[config.mk]
export PLATFORM = sky130hd
export DESIGN_NAME = seed_pattern_gen
export DESIGN_NICKNAME = d
export VERILOG_FILES = /design/src/rtl/seed_pattern_gen.sv
export SDC_FILE = /design/constraint.sdc
export NUM_CORES = 1
export LEC_CHECK = 0
export BUFFER_PORTS_ARGS = -buffer_cell sky130_fd_sc_hd__buf_2
export CAP_MARGIN = 20
export CORE_MARGIN = 8
export CORE_UTILIZATION = 59
export CTS_CLUSTER_DIAMETER = 50
export DETAILED_ROUTE_END_ITERATION = 6
export PLACE_DENSITY = 0.95
export SYNTH_ARGS = -nofsm -noshare
export SYNTH_HDL_FRONTEND = slang
export SYNTH_SLANG_ARGS = --single-unit
[constraint.sdc]
create_clock -name clk -period 7.1 [get_ports clk]
set_input_delay 0.71 -clock clk [delete_from_list [all_inputs] [get_ports clk]]
set_output_delay 0.71 -clock clk [all_outputs]
set_load 0.03 [all_outputs]
[src/rtl/seed_pattern_gen.sv]
// Seed-loaded pattern register that rotates left, rotates right or runs as a
// Fibonacci-style LFSR, stepping once every DIV clocks in the selected mode.
module seed_pattern_gen #(
    parameter int unsigned       WIDTH = 64,
    parameter logic [WIDTH-1:0]  TAPS  = WIDTH'(64'hD800_0000_0000_0000),
    parameter int unsigned       DIV   = 1
) (
    input  logic             clk,
    input  logic             reset,
    input  logic [WIDTH-1:0] seed,
    input  logic             load,
    input  logic             switch1,
    input  logic             switch2,
    output logic [WIDTH-1:0] shift_seed,
    output logic             out1,
    output logic             tick,
    output logic [2:0]       dbg_state_o
);

    typedef enum logic [2:0] {
        S_LOAD  = 3'd0,
        S_IDLE  = 3'd1,
        S_LEFT  = 3'd2,
        S_RIGHT = 3'd3,
        S_LFSR  = 3'd4
    } state_t;

    localparam logic [15:0]      CNT_LAST = 16'(DIV - 1);
    localparam logic [WIDTH-1:0] ONE      = {{(WIDTH-1){1'b0}}, 1'b1};

    state_t           state_q, state_d, mode;
    logic [WIDTH-1:0] pattern_q, pattern_d, step_pattern;
    logic [15:0]      cnt_q, cnt_d;
    logic             out1_q, out1_d, step_out;
    logic             tick_q, tick_d;

    always_comb begin
        unique case ({switch1, switch2})
            2'b10:   mode = S_LEFT;
            2'b01:   mode = S_RIGHT;
            2'b11:   mode = S_LFSR;
            default: mode = S_IDLE;
        endcase
    end

    // Candidate result of a step in the current state; committed only on a count wrap.
    always_comb begin
        step_pattern = pattern_q;
        step_out     = out1_q;
        case (state_q)
            S_LEFT: begin
                step_pattern = {pattern_q[WIDTH-2:0], pattern_q[WIDTH-1]};
                step_out     = pattern_q[WIDTH-1];
            end
            S_RIGHT: begin
                step_pattern = {pattern_q[0], pattern_q[WIDTH-1:1]};
                step_out     = pattern_q[0];
            end
            S_LFSR: begin
                if (pattern_q == '0) begin
                    step_pattern = (seed != '0) ? seed : ONE;
                    step_out     = 1'b0;
                end else begin
                    step_pattern = {pattern_q[WIDTH-2:0], ^(pattern_q & TAPS)};
                    step_out     = pattern_q[WIDTH-1];
                end
            end
            default: ;
        endcase
    end

    always_comb begin
        state_d   = mode;
        pattern_d = pattern_q;
        cnt_d     = cnt_q;
        out1_d    = out1_q;
        tick_d    = 1'b0;
        if (state_q == S_LOAD) begin
            pattern_d = seed;
            cnt_d     = '0;
        end else if (load) begin
            // Reload wins over both stepping and the mode-change clear.
            pattern_d = seed;
            cnt_d     = '0;
        end else if (mode != state_q || state_q == S_IDLE) begin
            cnt_d = '0;
        end else if (cnt_q == CNT_LAST) begin
            pattern_d = step_pattern;
            out1_d    = step_out;
            cnt_d     = '0;
            tick_d    = 1'b1;
        end else begin
            cnt_d = cnt_q + 16'd1;
        end
    end

    always_ff @(posedge clk or posedge reset) begin
        if (reset) begin
            state_q   <= S_LOAD;
            pattern_q <= '0;
            cnt_q     <= '0;
            out1_q    <= 1'b0;
            tick_q    <= 1'b0;
        end else begin
            state_q   <= state_d;
            pattern_q <= pattern_d;
            cnt_q     <= cnt_d;
            out1_q    <= out1_d;
            tick_q    <= tick_d;
        end
    end

    assign shift_seed  = pattern_q;
    assign out1        = out1_q;
    assign tick        = tick_q;
    assign dbg_state_o = state_q;

endmodule

# Word-level counts from Yosys, hierarchy flattened
# Index checks and enable logic that the tools add are counted.
# word_totals
regBits	85
latch_bits	0
mem_bits_rw	0
romBits	0
out_inout_bits	69
memories	0
# classes
add_sub_neg	1
multipliers	0
div_mod_pow	0
order_cmp	0
eq_ne	9
shift	0
muxes	18
bitwise_logic	3
n_reduce_logical	11
# ops
operator	count
$mux 64	6
$pmux 64 s3	1
$logic_not 64->1	1
$mux 16	4
$reduce_bool 64->1	1
$reduce_xor 64->1	1
$add 16x1->16 const B	1
$logic_not 16->1	1
$pmux 3 s3	1
$eq 3x2->1 const B	2
$reduce_bool 3->1	2
$mux 1	5
$reduce_and 5->1	1
$reduce_bool 5->1	1
$eq 2x2->1 const B	2
$eq 3x1->1 const B	1
$eq 3x3->1 const B	1
$logic_not 3->1	1
$ne 3x3->1	1
$ne 3x3->1 const B	1
$not 1->1	3
$pmux 1 s3	1
$reduce_and 3->1	1
$eq 2x1->1 const B	1
$logic_or 1x1->1	1

# Depth between registers and ports, before layout
# depth
ltp_word	8
ltp_mapped	10

# Worst setup path after synthesis
# OpenSTA, ideal clock, no wires.
# synth_timing
kind	input -> register
startpoint	input switch1
endpoint	register pattern_q[60], in the netlist shift_seed[60]
setup_time_ps	121
arrival_ps	2275
path_slack_ps	4704
cell_stages	8
n_path_buf	1
cell_sequence	inv_1 ha_1 nor3_1 o21ai_0 nor4_4 buf_2 o22a_1 a21oi_2
# synth_between
elab_chain_cells	6
word_cells_on_any_way	8
classes_between	5 x eq/ne; 1 x mux; 2 x reduce/logical
# synth_rtl
item	line_no	text
start, declared	12	input logic switch1,
$eq 2x2->1 / $eq 2x1->1 (equally long branches)	38	unique case ({switch1, switch2})
$pmux 3 s3 (*)	38	
$ne 3x3->1 (*)	85	end else if (mode != state_q || state_q == S_IDLE) begin
$logic_or 1x1->1 (*)	85	
$ne 3x3->1 (no line) (*)	-	
$reduce_and 3->1 (no line) (*)	-	
end signal, assigned	106	pattern_q <= pattern_d;
end, declared	32	logic [WIDTH-1:0] pattern_q, pattern_d, step_pattern;
# Every way passes the cells marked *; elsewhere a longest branch is shown, timed or not.
# A chain may end at the register's enable or synchronous reset.

# Worst setup path in the final report
# layout_timing
startpoint	input switch1
endpoint	register pattern_q[51], in the netlist shift_seed[51]
# The elaborated chain is that of the path after synthesis.

==> impl_metrics.yaml <==
clock_tree:
  clockRootBuffer: "clkbuf_8"
  holdBufCountCts: 0
  cts_max_level: 3
  tritoncts: "built"
  clk_latency_ns: 0.38
  clkSlewWorstSetupHoldPaths_ns: 0.10
  cts_buffer_depth: 2
  cts_setup_buffers: 0
  cts_buffers: 9
  cts_resized: 0
  clock-sinks: 85
yosys:
  synth_warnings: 0
  yosysTopAreaCell: "dfrtp_1"
  synth.top_cell.area_share_pct: 36.3
  ys_top_cells_by_area: "dfrtp_1, mux2i_1, nor2_1"
  synth.distinct_cells: 43
  ys_seq_elements: 85
  mappedNetlistNets: 740
  ys.flop_type: "dfrtp_1"
  synth-edff-count: 0
  avgSynthCellArea_um2: 8.81
  syn-cell-area_mm2: 0.00586
  synthCells: 665
  yosysSeqAreaShare_pct: 36.3
  ys_async_sr_fraction_pct: 100
timing:
  final.setup_skew_ns: 0.0209
  fmax_mhz: 342
  slew_violations: 0
  finalCritPeriodShare_pct: 41.1
  fin_crit_ns: 2.92
  tightest_slew_ns: 1.11
  fin_setup_tns_ns: 0
  setup_viol: 0
  whs_ns: 0.315
  relSlewSlack_pct: 25.8
  hold_viol_final: 0
  rsz0062_at_grt: "false"
hold_path:
  hp-class: "input port to async pin"
run_status:
  status: "complete, no violations"
drt:
  dr.pass1.iters: 5
  wl_per_cell_um: 18.9
  ant_nets: 0
  route.vias.total: 5732
  first_iter_violations: 685
  remaining_drc_errors: 0
  viasPerCell: 6.26
  routed_wl_um: 17300
worst_setup_path:
  crit_path_cell_trace: "buf_2 -> inv_1 -> ha_1 -> nor3_1 -> o21ai_0 -> or3_1 -> nand2_2 -> buf_4 -> nor2_1 -> a21oi_2"
  cp_slowest_stage_delay_ns: 0.50
  end_kind: "flop"
  required_ns: 7.40
  critPathKind: "input port to flop"
  path_buf_inv: 3
  start_kind: "input port"
  cp_top_family: "simple AND/OR/NAND/NOR gates"
  cp-startpoint: "switch1"
  worst-path-max-fanout: 37
  r2r_start: "dbg_state_o[2]"
  arrival_ns: 3.22
  slowest_stage: "nand2_2"
final_layout:
  nets: 853
  stdcell_count: 916
  final_cell_mix: "nor2_1, buf_2, dfrtp_1, o22a_1, nand2_1"
  final_util_pct: 69.1
  final_common_cell: "nor2_1"
  drive_gt1_share_pct: 31.0
  syn2layout_area_growth_pct: 14.7
  antennaDiodeCount: 0
global_routing:
  grt_max_degree: 86
  grt_antenna_before_repair: 0
  grt_overflow: 0
  use_met2_pct: 40.7
  use_met1_pct: 34.2
  grt_use_met3_pct: 5.21
  grt_usage_pct: 25.7
  busiest_layer: "met2"
  grt_pass1_vias: 5435
  grt_pass1_wl_um: 27700
floorplan:
  die_w_um: 116
  core_mm2: 0.00973
  ioPinCount: 138
  start_util_pct: 60.2
  die_y_um: 116
  fp-row-count: 36
  die_area_mm2: 0.0134
placement:
  portBuffers: 137
  dp_hpwl_um: 11900
  place_congestion: 0.845
  dpl.cell_count: 898
pwr:
  vdd_ir_drop_max_mv: 0.117
  leakagePower_nw: 3.10
  p_per_area_mw_per_mm2: 228
  total_power_w: 0.00153
job:
  maxCapViolCount: 0
## cells by family (layout without fill, tap and decap cells)
logic type / count (synthesis) / after routing / synth area share, %
and+or+nand+nor: 302 / 302 / 23.7
AOI/OAI and AO/OA: 142 / 142 / 20.3
DFF: 85 / 85 / 36.3
muxes: 60 / 60 / 10.2
buffers and inverters: 53 / 171 / 5.61
xor gates and xnor gates: 17 / 17 / 2.54
adders and majority gates: 6 / 6 / 1.28
## area by class of cell
type / instances / area [um2]
fillers: 802 / 3010
inverters: 8 / 31.3
flip-flops and latches: 85 / 2130
multi-input cells: 527 / 3410
clock buffers: 12 / 165
well taps: 133 / 166
clock inverters: 4 / 31.3
repair buffers: 147 / 785
## synth_stat cells, drive strengths merged, types with 2 or more instances
master / instances
nand2: 73
dlymetal6s2s: 2
nor2: 152
nand3: 8
mux2i: 60
dfrtp: 85
or2: 2
ha: 6
inv: 8
a31oi: 3
xnor2: 6
o21a: 2
and3: 2
o22a: 62
nand4: 11
o21ai: 4
nor4: 37
nor3b: 3
buf: 30
xor2: 11
nor3: 6
clkbuf: 13
nand3b: 2
a21oi: 66
## metal layers
layer / up-vias / part of all wire, %
met5: - / 0
met4: 0 / 2.7
met3: 44 / 8.0
met2: 311 / 47
met1: 2785 / 42
li1: 2592 / -
## power breakdown
| group | switching, W | internal [W] | leakage [nW] |
|---|---|---|---|
| logic | 0.000341 | 0.000191 | 2.04 |
| registers | 0.000107 | 0.000550 | 0.977 |
| clock network | 0.000187 | 0.000157 | 0.0908 |
| total | 0.000635 | 0.000897 | 3.10 |
## final timing paths
kind	end	slack (ns)	depth (start not counted)
setup reg to reg	shift_seed[51]	4.18	7
hold / removal	shift_seed[21]	0.32	3
hold reg to reg	cnt_q[0]	0.55	1
setup / recovery	shift_seed[51]	4.18	10
max in group asynchronous	shift_seed[54]	6.12	4
min in group clk	cnt_q[0]	0.55	1
## worst min-delay path, cell delays in order
cell      delay, ns
buf_2          0.10
clkinv_2       0.03
buf_4          0.22
## registers in the layout (all words and copies together) (netlist names)
signal       cells
cnt_q           16
dbg_state_o      3
out1             1
shift_seed      64
tick             1
## per-stage QoR
stage / area, um2 / worst slack, ns
global placement: 6480 / 3.60
finish: 6720 / 4.18
CTS: 6680 / 3.88
detailed placement: 6480 / 3.49
floorplan: 5860 / 4.20
global route: 6720 / 3.94
No activity file was read; power rests on OpenSTA's default activity.
